[config.mk]
export PLATFORM = sky130hd
export DESIGN_NAME = cmdparser_gen2
export DESIGN_NICKNAME = d
export VERILOG_FILES = /design/src/rtl/cmdparser_gen2.sv
export SDC_FILE = /design/constraint.sdc
export NUM_CORES = 1
export LEC_CHECK = 0
export ABC_AREA = 1
export CORE_MARGIN = 5
export CORE_UTILIZATION = 40
export CTS_BUF_LIST = sky130_fd_sc_hd__clkbuf_4
export DETAILED_ROUTE_END_ITERATION = 8
export GPL_TIMING_DRIVEN = 0
export PLACE_DENSITY = 0.59
export SYNTH_ARGS = -nofsm -noshare
export SYNTH_HDL_FRONTEND = slang
export SYNTH_SLANG_ARGS = --single-unit
[constraint.sdc]
create_clock -name bitclk -period 3.75 [get_ports bitclk]
set_input_delay 0.75 -clock bitclk [delete_from_list [all_inputs] [get_ports bitclk]]
set_output_delay 0.75 -clock bitclk [all_outputs]
set_load 0.1 [all_outputs]
[src/rtl/cmdparser_gen2.sv]
// cmdparser_gen2: forward-link command parser with opcode decode, packet-length tracking
// and Query field capture with CRC-5 gated commit of the transmitter settings.
`default_nettype none

module cmdparser_gen2 #(
  parameter int CNT_W      = 7,
  parameter int LEN_SELECT = 45,
  parameter int LEN_READ   = 58,
  parameter int LEN_WRITE  = 59,
  parameter int LEN_TRANS  = 10,
  parameter int EN_TRANS   = 1
) (
  input  logic             bitclk,
  input  logic             reset,
  input  logic             frame_start,
  input  logic             bitin,
  output logic [9:0]       cmd_out,
  output logic             cmd_complete,
  output logic             packet_complete,
  output logic             cmd_err,
  output logic             crc_ok,
  output logic [CNT_W-1:0] bit_count,
  output logic             dr,
  output logic [1:0]       m,
  output logic             trext,
  output logic [1:0]       sel,
  output logic [1:0]       session,
  output logic             target,
  output logic [3:0]       q
);

  typedef enum logic [1:0] {
    OPC  = 2'd0,
    BODY = 2'd1,
    DONE = 2'd2,
    ERR  = 2'd3
  } state_t;

  localparam logic [CNT_W-1:0] CNT_MAX    = '1;
  localparam logic [4:0]       CRC_PRESET = 5'b01001;

  state_t      state, state_next;
  logic [6:0]  opc_sr;
  logic [7:0]  opc_next;
  logic [4:0]  crc, crc_next;
  logic        crc_fb;
  logic [9:0]  dec_cmd;
  logic        dec_err, load_cmd, done_now;
  logic [31:0] cur_len, count_p1;

  logic       sh_dr, sh_trext, sh_target;
  logic [1:0] sh_m, sh_sel, sh_session;
  logic [3:0] sh_q;

  function automatic logic [31:0] cmd_len(input logic [9:0] c);
    logic [31:0] l;
    l = 32'd0;
    if (c[0]) l = 32'd4;
    if (c[1]) l = 32'd18;
    if (c[2]) l = 32'd22;
    if (c[3]) l = 32'd9;
    if (c[4]) l = 32'(LEN_SELECT);
    if (c[5]) l = 32'd8;
    if (c[6]) l = 32'd40;
    if (c[7]) l = 32'(LEN_READ);
    if (c[8]) l = 32'(LEN_WRITE);
    if (c[9]) l = 32'(LEN_TRANS);
    return l;
  endfunction

  // Opcode bits accumulate MSB-first, so the newest bit is always at [0]
  assign opc_next = {opc_sr, bitin};
  assign count_p1 = 32'(bit_count) + 32'd1;
  assign crc_fb   = bitin ^ crc[4];
  assign crc_next = {crc[3:0], 1'b0} ^ (crc_fb ? 5'b01001 : 5'b00000);
  assign cmd_complete = |cmd_out;

  always_ff @(posedge bitclk or negedge reset) begin
    if (!reset) state <= OPC;
    else        state <= state_next;
  end

  always_comb begin
    state_next = state;
    dec_cmd    = '0;
    dec_err    = 1'b0;
    load_cmd   = 1'b0;
    done_now   = 1'b0;
    cur_len    = cmd_len(cmd_out);
    if (frame_start) begin
      state_next = OPC;
    end else begin
      case (state)
        OPC: begin
          if (bit_count == CNT_W'(1) && !opc_next[1]) begin
            dec_cmd = opc_next[0] ? 10'b00_0000_0010 : 10'b00_0000_0001;
          end else if (bit_count == CNT_W'(3) && opc_next[3:2] == 2'b10) begin
            case (opc_next[1:0])
              2'b00:   dec_cmd[2] = 1'b1;
              2'b01:   dec_cmd[3] = 1'b1;
              2'b10:   dec_cmd[4] = 1'b1;
              default: dec_err    = 1'b1;
            endcase
          end else if (bit_count == CNT_W'(7) && opc_next[7:6] == 2'b11) begin
            case (opc_next)
              8'hC0:   dec_cmd[5] = 1'b1;
              8'hC1:   dec_cmd[6] = 1'b1;
              8'hC2:   dec_cmd[7] = 1'b1;
              8'hC3:   dec_cmd[8] = 1'b1;
              8'hDA: begin
                if (EN_TRANS != 0) dec_cmd[9] = 1'b1;
                else               dec_err    = 1'b1;
              end
              default: dec_err    = 1'b1;
            endcase
          end
          if (dec_err) begin
            state_next = ERR;
          end else if (|dec_cmd) begin
            load_cmd = 1'b1;
            cur_len  = cmd_len(dec_cmd);
            if (count_p1 >= cur_len) begin
              done_now   = 1'b1;
              state_next = DONE;
            end else begin
              state_next = BODY;
            end
          end
        end
        BODY: begin
          if (count_p1 == cur_len) begin
            done_now   = 1'b1;
            state_next = DONE;
          end
        end
        default: ;
      endcase
    end
  end

  always_ff @(posedge bitclk or negedge reset) begin
    if (!reset) begin
      cmd_out         <= '0;
      packet_complete <= 1'b0;
      cmd_err         <= 1'b0;
      crc_ok          <= 1'b0;
      bit_count       <= '0;
      opc_sr          <= '0;
      crc             <= CRC_PRESET;
      {sh_dr, sh_m, sh_trext, sh_sel, sh_session, sh_target, sh_q} <= '0;
      {dr, m, trext, sel, session, target, q}                       <= '0;
    end else if (frame_start) begin
      cmd_out         <= '0;
      packet_complete <= 1'b0;
      cmd_err         <= 1'b0;
      bit_count       <= '0;
      opc_sr          <= '0;
      crc             <= CRC_PRESET;
      {sh_dr, sh_m, sh_trext, sh_sel, sh_session, sh_target, sh_q} <= '0;
    end else begin
      if (bit_count != CNT_MAX) bit_count <= bit_count + CNT_W'(1);
      opc_sr <= opc_next[6:0];
      if (count_p1 <= 32'd22) crc <= crc_next;
      if (load_cmd) cmd_out <= dec_cmd;
      if (dec_err)  cmd_err <= 1'b1;
      if (done_now) packet_complete <= 1'b1;
      if (state == BODY && cmd_out[2]) begin
        case (32'(bit_count))
          32'd4:   sh_dr         <= bitin;
          32'd5:   sh_m[1]       <= bitin;
          32'd6:   sh_m[0]       <= bitin;
          32'd7:   sh_trext      <= bitin;
          32'd8:   sh_sel[1]     <= bitin;
          32'd9:   sh_sel[0]     <= bitin;
          32'd10:  sh_session[1] <= bitin;
          32'd11:  sh_session[0] <= bitin;
          32'd12:  sh_target     <= bitin;
          32'd13:  sh_q[3]       <= bitin;
          32'd14:  sh_q[2]       <= bitin;
          32'd15:  sh_q[1]       <= bitin;
          32'd16:  sh_q[0]       <= bitin;
          default: ;
        endcase
        // The residue must include the final CRC bit sampled on this edge
        if (done_now) begin
          if (crc_next == 5'b00000) begin
            {dr, m, trext, sel, session, target, q} <=
              {sh_dr, sh_m, sh_trext, sh_sel, sh_session, sh_target, sh_q};
            crc_ok <= 1'b1;
          end else begin
            crc_ok <= 1'b0;
          end
        end
      end
    end
  end

endmodule

`default_nettype wire
Word level (Yosys, flattened, before mapping)
Cells that the tools add are included.
- bits in registers: 60
- latch bits: 0
- bits in writable memories: 0
- ROM bits: 0
- bits of input ports: 4
- output and inout port bits: 34
- word-level logic and storage cells: 220
- memories: 0
- add/sub/neg operators: 2
- multipliers: 0
- div/mod/pow operators: 0
- $lt $le $gt $ge: 2
- equality and inequality tests: 29
- shift operators: 0
- mux-type cells: 108
- bitwise logic cells: 3
- reductions and logical operators: 48
- operators with widths (operator ; number):
    $mux 32 ; 22
    $eq 7x4->1 const B ; 8
    $mux 1 ; 50
    $eq 8x8->1 const B ; 5
    $reduce_bool 2->1 ; 19
    $eq 8x32->1 ; 1
    $ge 8x32->1 ; 1
    $mux 10 ; 3
    $mux 2 ; 15
    $eq 7x3->1 const B ; 4
    $reduce_and 2->1 ; 13
    $mux 8 ; 3
    $mux 7 ; 3
    $mux 5 ; 4
    $reduce_or 10->1 ; 2
    $mux 4 ; 3
    $mux 3 ; 3
    $add 7x1->8 const B ; 1
    $le 8x5->1 const B ; 1
    $add 7x1->7 const B ; 1
    $eq 7x1->1 const B ; 1
    $eq 7x2->1 const B ; 1
    $eq 7x5->1 const B ; 1
    $ne 7x7->1 const B ; 1
    other kinds (18) ; 26

Longest topological paths before layout
- depth after elaboration: 27
- mapped depth: 23
- gate-level depth less buffers: 22

Worst setup path before layout
OpenSTA, ideal clock, no wires.
- kind: reg2reg
- start point: reg bit_count[0]
- end point: reg dr
- setup time: 0.122 ns
- arrival: 3.370 ns
- data required time: 3.628 ns
- path slack: 0.258 ns
- cell stages (with the launch flop): 22
- buffers on the path: 1
- period minus slack after synthesis: 3.492 ns
- cells stage by stage: dfrtp_1 ha_1 nand3_2 nor2_4 nand3_1 inv_1 nor2_1 o21ai_0 a31oi_1 ha_1 inv_1 nor2_1 o21ai_0 nand3_1 nand3_1 nand2_1 nand3_2 nand2_4 nand3_4 buf_6 nand2_1 nand2_1
- longest elaborated chain between the ends: 26
- elaborated cells on any way between the ends: 45
- classes of those cells: 1 x add/sub; 1 x order compare; 4 x eq/ne; 34 x mux; 5 x reduce/logical
- ends and longest elaborated chain (element ; RTL line ; text):
    from (decl) ; 22 ; output logic [CNT_W-1:0] bit_count,
    from (signal assigned) ; 161 ; if (bit_count != CNT_MAX) bit_count <= bit_count + CNT_W'(1);
    $eq 7x1->1 ; 95 ; if (bit_count == CNT_W'(1) && !opc_next[1]) begin
    $logic_and 1x1->1 ; 95 ;
    $mux 2 ; 95 ;
    $mux 2 ; 93 ; case (state)
    $mux 2 ; 90 ; if (frame_start) begin
    $mux 3 ; 58 ; if (c[0]) l = 32'd4;
    $mux 32 ; 59 ; if (c[1]) l = 32'd18;
    $mux 32 ; 60 ; if (c[2]) l = 32'd22;
    [... 10 more ...] ; -- ;
    $mux 32 ; 90 ;
    $ge 8x32->1 ; 122 ; if (count_p1 >= cur_len) begin
    $mux 1 ; 122 ;
    $mux 1 ; 119 ; end else if (|dec_cmd) begin
    $mux 1 ; 117 ; if (dec_err) begin
    $pmux 1 s2 * ; 93 ;
    $mux 1 * ; 90 ;
    $reduce_and 4->1 (no source line) * ; -- ;
    to (signal assigned) ; 187 ; {dr, m, trext, sel, session, target, q} <=
    to (decl) ; 23 ; output logic dr,
Mark *: on every way between the ends. The rest lies on a longest branch, timed or not. The select of a mux whose other input is x is not followed.
A chain may end at the register's enable or synchronous reset.

Final worst setup path
- start point: in bitin
- end point: reg target
- longest elaborated chain between the ends: 25
- elaborated cells on any way between the ends: 61
- classes of those cells: 1 x order compare; 7 x eq/ne; 45 x mux; 2 x bitwise; 6 x reduce/logical
- ends and longest elaborated chain (element ; RTL line ; text):
    from (decl) ; 16 ; input logic bitin,
    $logic_not 2->1 or $mux 2 (tied branches) ; 98, 96 ;
    $mux 1 or $mux 2 (tied branches) ; 98, 95 ;
    $mux 3 or $mux 2 (tied branches) ; 97, 93 ;
    $mux 8 or $mux 2 (tied branches) ; 95, 90 ;
    $mux 8 or $mux 3 (tied branches) ; 93, 58 ;
    $mux 8 or $mux 32 (tied branches) ; 90, 59 ;
    $mux 32 ; 60 ;
    $mux 32 ; 61 ; if (c[3]) l = 32'd9;
    [... 9 more ...] ; -- ;
    $mux 32 ; 90 ;
    $ge 8x32->1 ; 122 ;
    $mux 1 ; 122 ;
    $mux 1 ; 119 ;
    $mux 1 ; 117 ;
    $pmux 1 s2 ; 93 ;
    $mux 1 ; 90 ;
    $reduce_and 4->1 (no source line) * ; -- ;
    to (signal assigned) ; 187 ;
    to (decl) ; 28 ; output logic target,
Marks and branches as above.

==> impl_metrics.json <==
{
  "wire_per_inst_um": 13.9,
  "synth_fp_nets": 477,
  "drtAntennaViolNets": 0,
  "cts_buffers": 9,
  "power.total_mw": 1.51,
  "cp-startpoint": "bitin",
  "dieWidth_um": 104,
  "syn_area_um2": 3510,
  "multi_input_area_um2": 1670,
  "fillers": 857,
  "route.detailed.drc": 0,
  "finalHoldViolCount": 0,
  "cts_root_buf": "clkbuf_4",
  "layout_common_cells": "116 x nand2_1, 66 x inv_1, 58 x dfrtp_1, 43 x nor2_1, 35 x clkdlybuf4s50_1",
  "startpoint_type": "input pin",
  "synthCells": 462,
  "cts_setup_buffers": 0,
  "grt_overflow_total": 0,
  "period_share": 0.909,
  "path_max_fanout": 10,
  "vias": 3195,
  "antenna_found_initial": 0,
  "outcome": "finished clean",
  "ir_drop_mv": 0.175,
  "final_common_cell": "nand2_1",
  "r2r_cells": 21,
  "cp-end-kind": "register",
  "yosysUniqueCellTypes": 37,
  "crit_required_ns": 4.08,
  "path_clk_slew_ns": 0.13,
  "reg2reg_slack_ns": 0.38,
  "htreeDepth": 3,
  "core_um2": 8640,
  "gr-usage-all-layers": 0.167,
  "worst_ep_arrival_time_ns": 3.74,
  "setup_viol": 0,
  "avgSynthCellArea_um2": 7.60,
  "rows": 34,
  "max_freq_ghz": 0.293,
  "grt_pass1_wl_um": 14800,
  "reg2reg_to": "target",
  "p_leak_nw": 2.15,
  "via_per_inst": 5.13,
  "syn_to_final_growth_pct": 18.6,
  "clk_path_buf_depth": 2,
  "holdBufCountCts": 0,
  "fin_setup_tns_ns": 0,
  "fin_skew_ns": 0.0288,
  "diodes": 0,
  "grt_pass1_vias": 3029,
  "gp_congestion": 0.850,
  "fin_crit_ns": 3.41,
  "start_util": 0.407,
  "die-area_um2": 10800,
  "tritoncts": "done",
  "ys_ff_latch": 60,
  "cap_violations": 0,
  "regArea_um2": 1500,
  "grt_max_degree": 41,
  "criticalPathCategory": "input pin to register",
  "clk_latency_ns": 0.42,
  "cts-resized-gates": 0,
  "nets": 525,
  "die_h_um": 104,
  "rr_startpoint": "bit_count[0]",
  "min_path_type": "input pin to asynchronous set/reset pin",
  "port_buffers": 36,
  "power.density_nw_per_um2": 363,
  "cts_sinks": 60,
  "slew_headroom": 0.344,
  "first_pass_iters": 8,
  "num_io_pins": 38,
  "maxSlewViolCount": 0,
  "finalWirelength_um": 8650,
  "worst_pin_slew_ns": 0.981,
  "yosys_warnings": 0,
  "yosysSeqAreaShare": 0.428,
  "rsz0062_at_grt": "no",
  "hpwl_um": 6650,
  "drtIter0Drc": 206,
  "layout-drive-gt1-share": 0.0951
}
[through the flow]
step	cell area [µm²]	hold WS, ns	setup slack (ns)	util	instances
3_3_place_gp	4010	0.458	-0.00477	0.464	606
5_1_grt	4170	0.327	0.105	0.482	623
2_1_floorplan	3510	0.454	0.258	-	462
6_report	4170	0.295	0.342	0.482	623
3_5_place_dp	4020	0.458	-0.0756	0.466	607
4_1_cts	4170	0.298	0.370	0.482	623
[worst max-delay path, stage by stage]
cell,delay [ns]
clkdlybuf4s50_1,0.56
inv_1,0.23
nand2_1,0.13
inv_1,0.07
nand4_1,0.18
nor2_1,0.16
nor2_1,0.06
o21ai_0,0.11
a31oi_1,0.09
ha_1,0.32
inv_1,0.04
nor2_1,0.07
o21ai_0,0.08
nand3_1,0.08
nand3_1,0.08
nand2_1,0.12
nand3_2,0.11
nand2_4,0.12
nand3_4,0.10
buf_6,0.18
nand2_1,0.06
nand2_1,0.05
[registers in the layout, indices dropped and copies added, names as in the netlist, 2 cells and up]
signal / cells
sh_q: 4
opc_sr: 7
session: 2
m: 2
sh_m: 2
crc: 5
state: 2
cmd_out: 10
q: 4
sel: 2
bit_count: 7
sh_session: 2
sh_sel: 2
[area by class of cell]
| cell class | instances | share of cell area |
|---|---|---|
| multi-input combinational | 316 | 0.402 |
| sequential | 60 | 0.361 |
| timing repair buffer | 37 | 0.0901 |
| inverter | 75 | 0.0676 |
| tap | 108 | 0.0324 |
| clock inverter | 7 | 0.0180 |
| clock buffer | 9 | 0.0162 |
| buffer | 11 | 0.0126 |
[logic make-up (layout without fill, tap and decap cells)]
logic type,after synthesis,count (layout),share of synthesized area
fa+ha+maj,11,11,0.0392
xor+xnor,2,2,0.00499
mux,11,11,0.0314
simple gates,243,243,0.321
flops,60,60,0.428
buf+inv,86,139,0.0951
compound gates,49,49,0.0802
[worst max-delay path by stage]
stage                   endpoint  slack, ns  cells after the start
finish                    target       0.34                     22
global route              target       0.11                     23
CTS                       target       0.37                     22
detailed placement        target      -0.08                     22
global placement    bit_count[6]     -0.005                      1
floorplan                     dr       0.26                     21
[report_power, final]
part / leakage [nW] / internal [mW] / switching [mW] / total (mW)
sequential: 0.807 / 0.682 / 0.0297 / 0.712
clock: 0.0802 / 0.206 / 0.265 / 0.471
combinational: 1.26 / 0.0896 / 0.240 / 0.330
total: 2.15 / 0.978 / 0.535 / 1.51
[per-layer routing]
metal / GRT usage / share of wire / vias up / wire [µm]
met5: 0 / 0 / - / 0
met4: 0.0777 / 0.030 / 0 / 256
met3: 0.0361 / 0.053 / 24 / 458
met2: 0.246 / 0.44 / 102 / 3800
met1: 0.232 / 0.48 / 1470 / 4140
li1: - / - / 1599 / -
[synthesized netlist by cell type, drive strengths merged]
library cell  count  area share
nand2           121        0.13
inv              74       0.079
dfrtp            58        0.41
nor2             46       0.053
nand3            40       0.071
nand4            20       0.036
o21ai            20       0.028
a21oi            18       0.028
nor3             13       0.020
ha               11       0.039
mux2i            11       0.031
clkbuf            8      0.0086
o31ai             5       0.011
buf               3      0.0064
a31oi             2      0.0036
a41oi             2      0.0050
dfstp             2       0.015
nor4              2      0.0053
a21boi            1      0.0021
and2              1      0.0018
clkinv            1      0.0011
o41ai             1      0.0025
xnor2             1      0.0025
xor2              1      0.0025
Note: power is estimated with default switching activity, not from simulation.
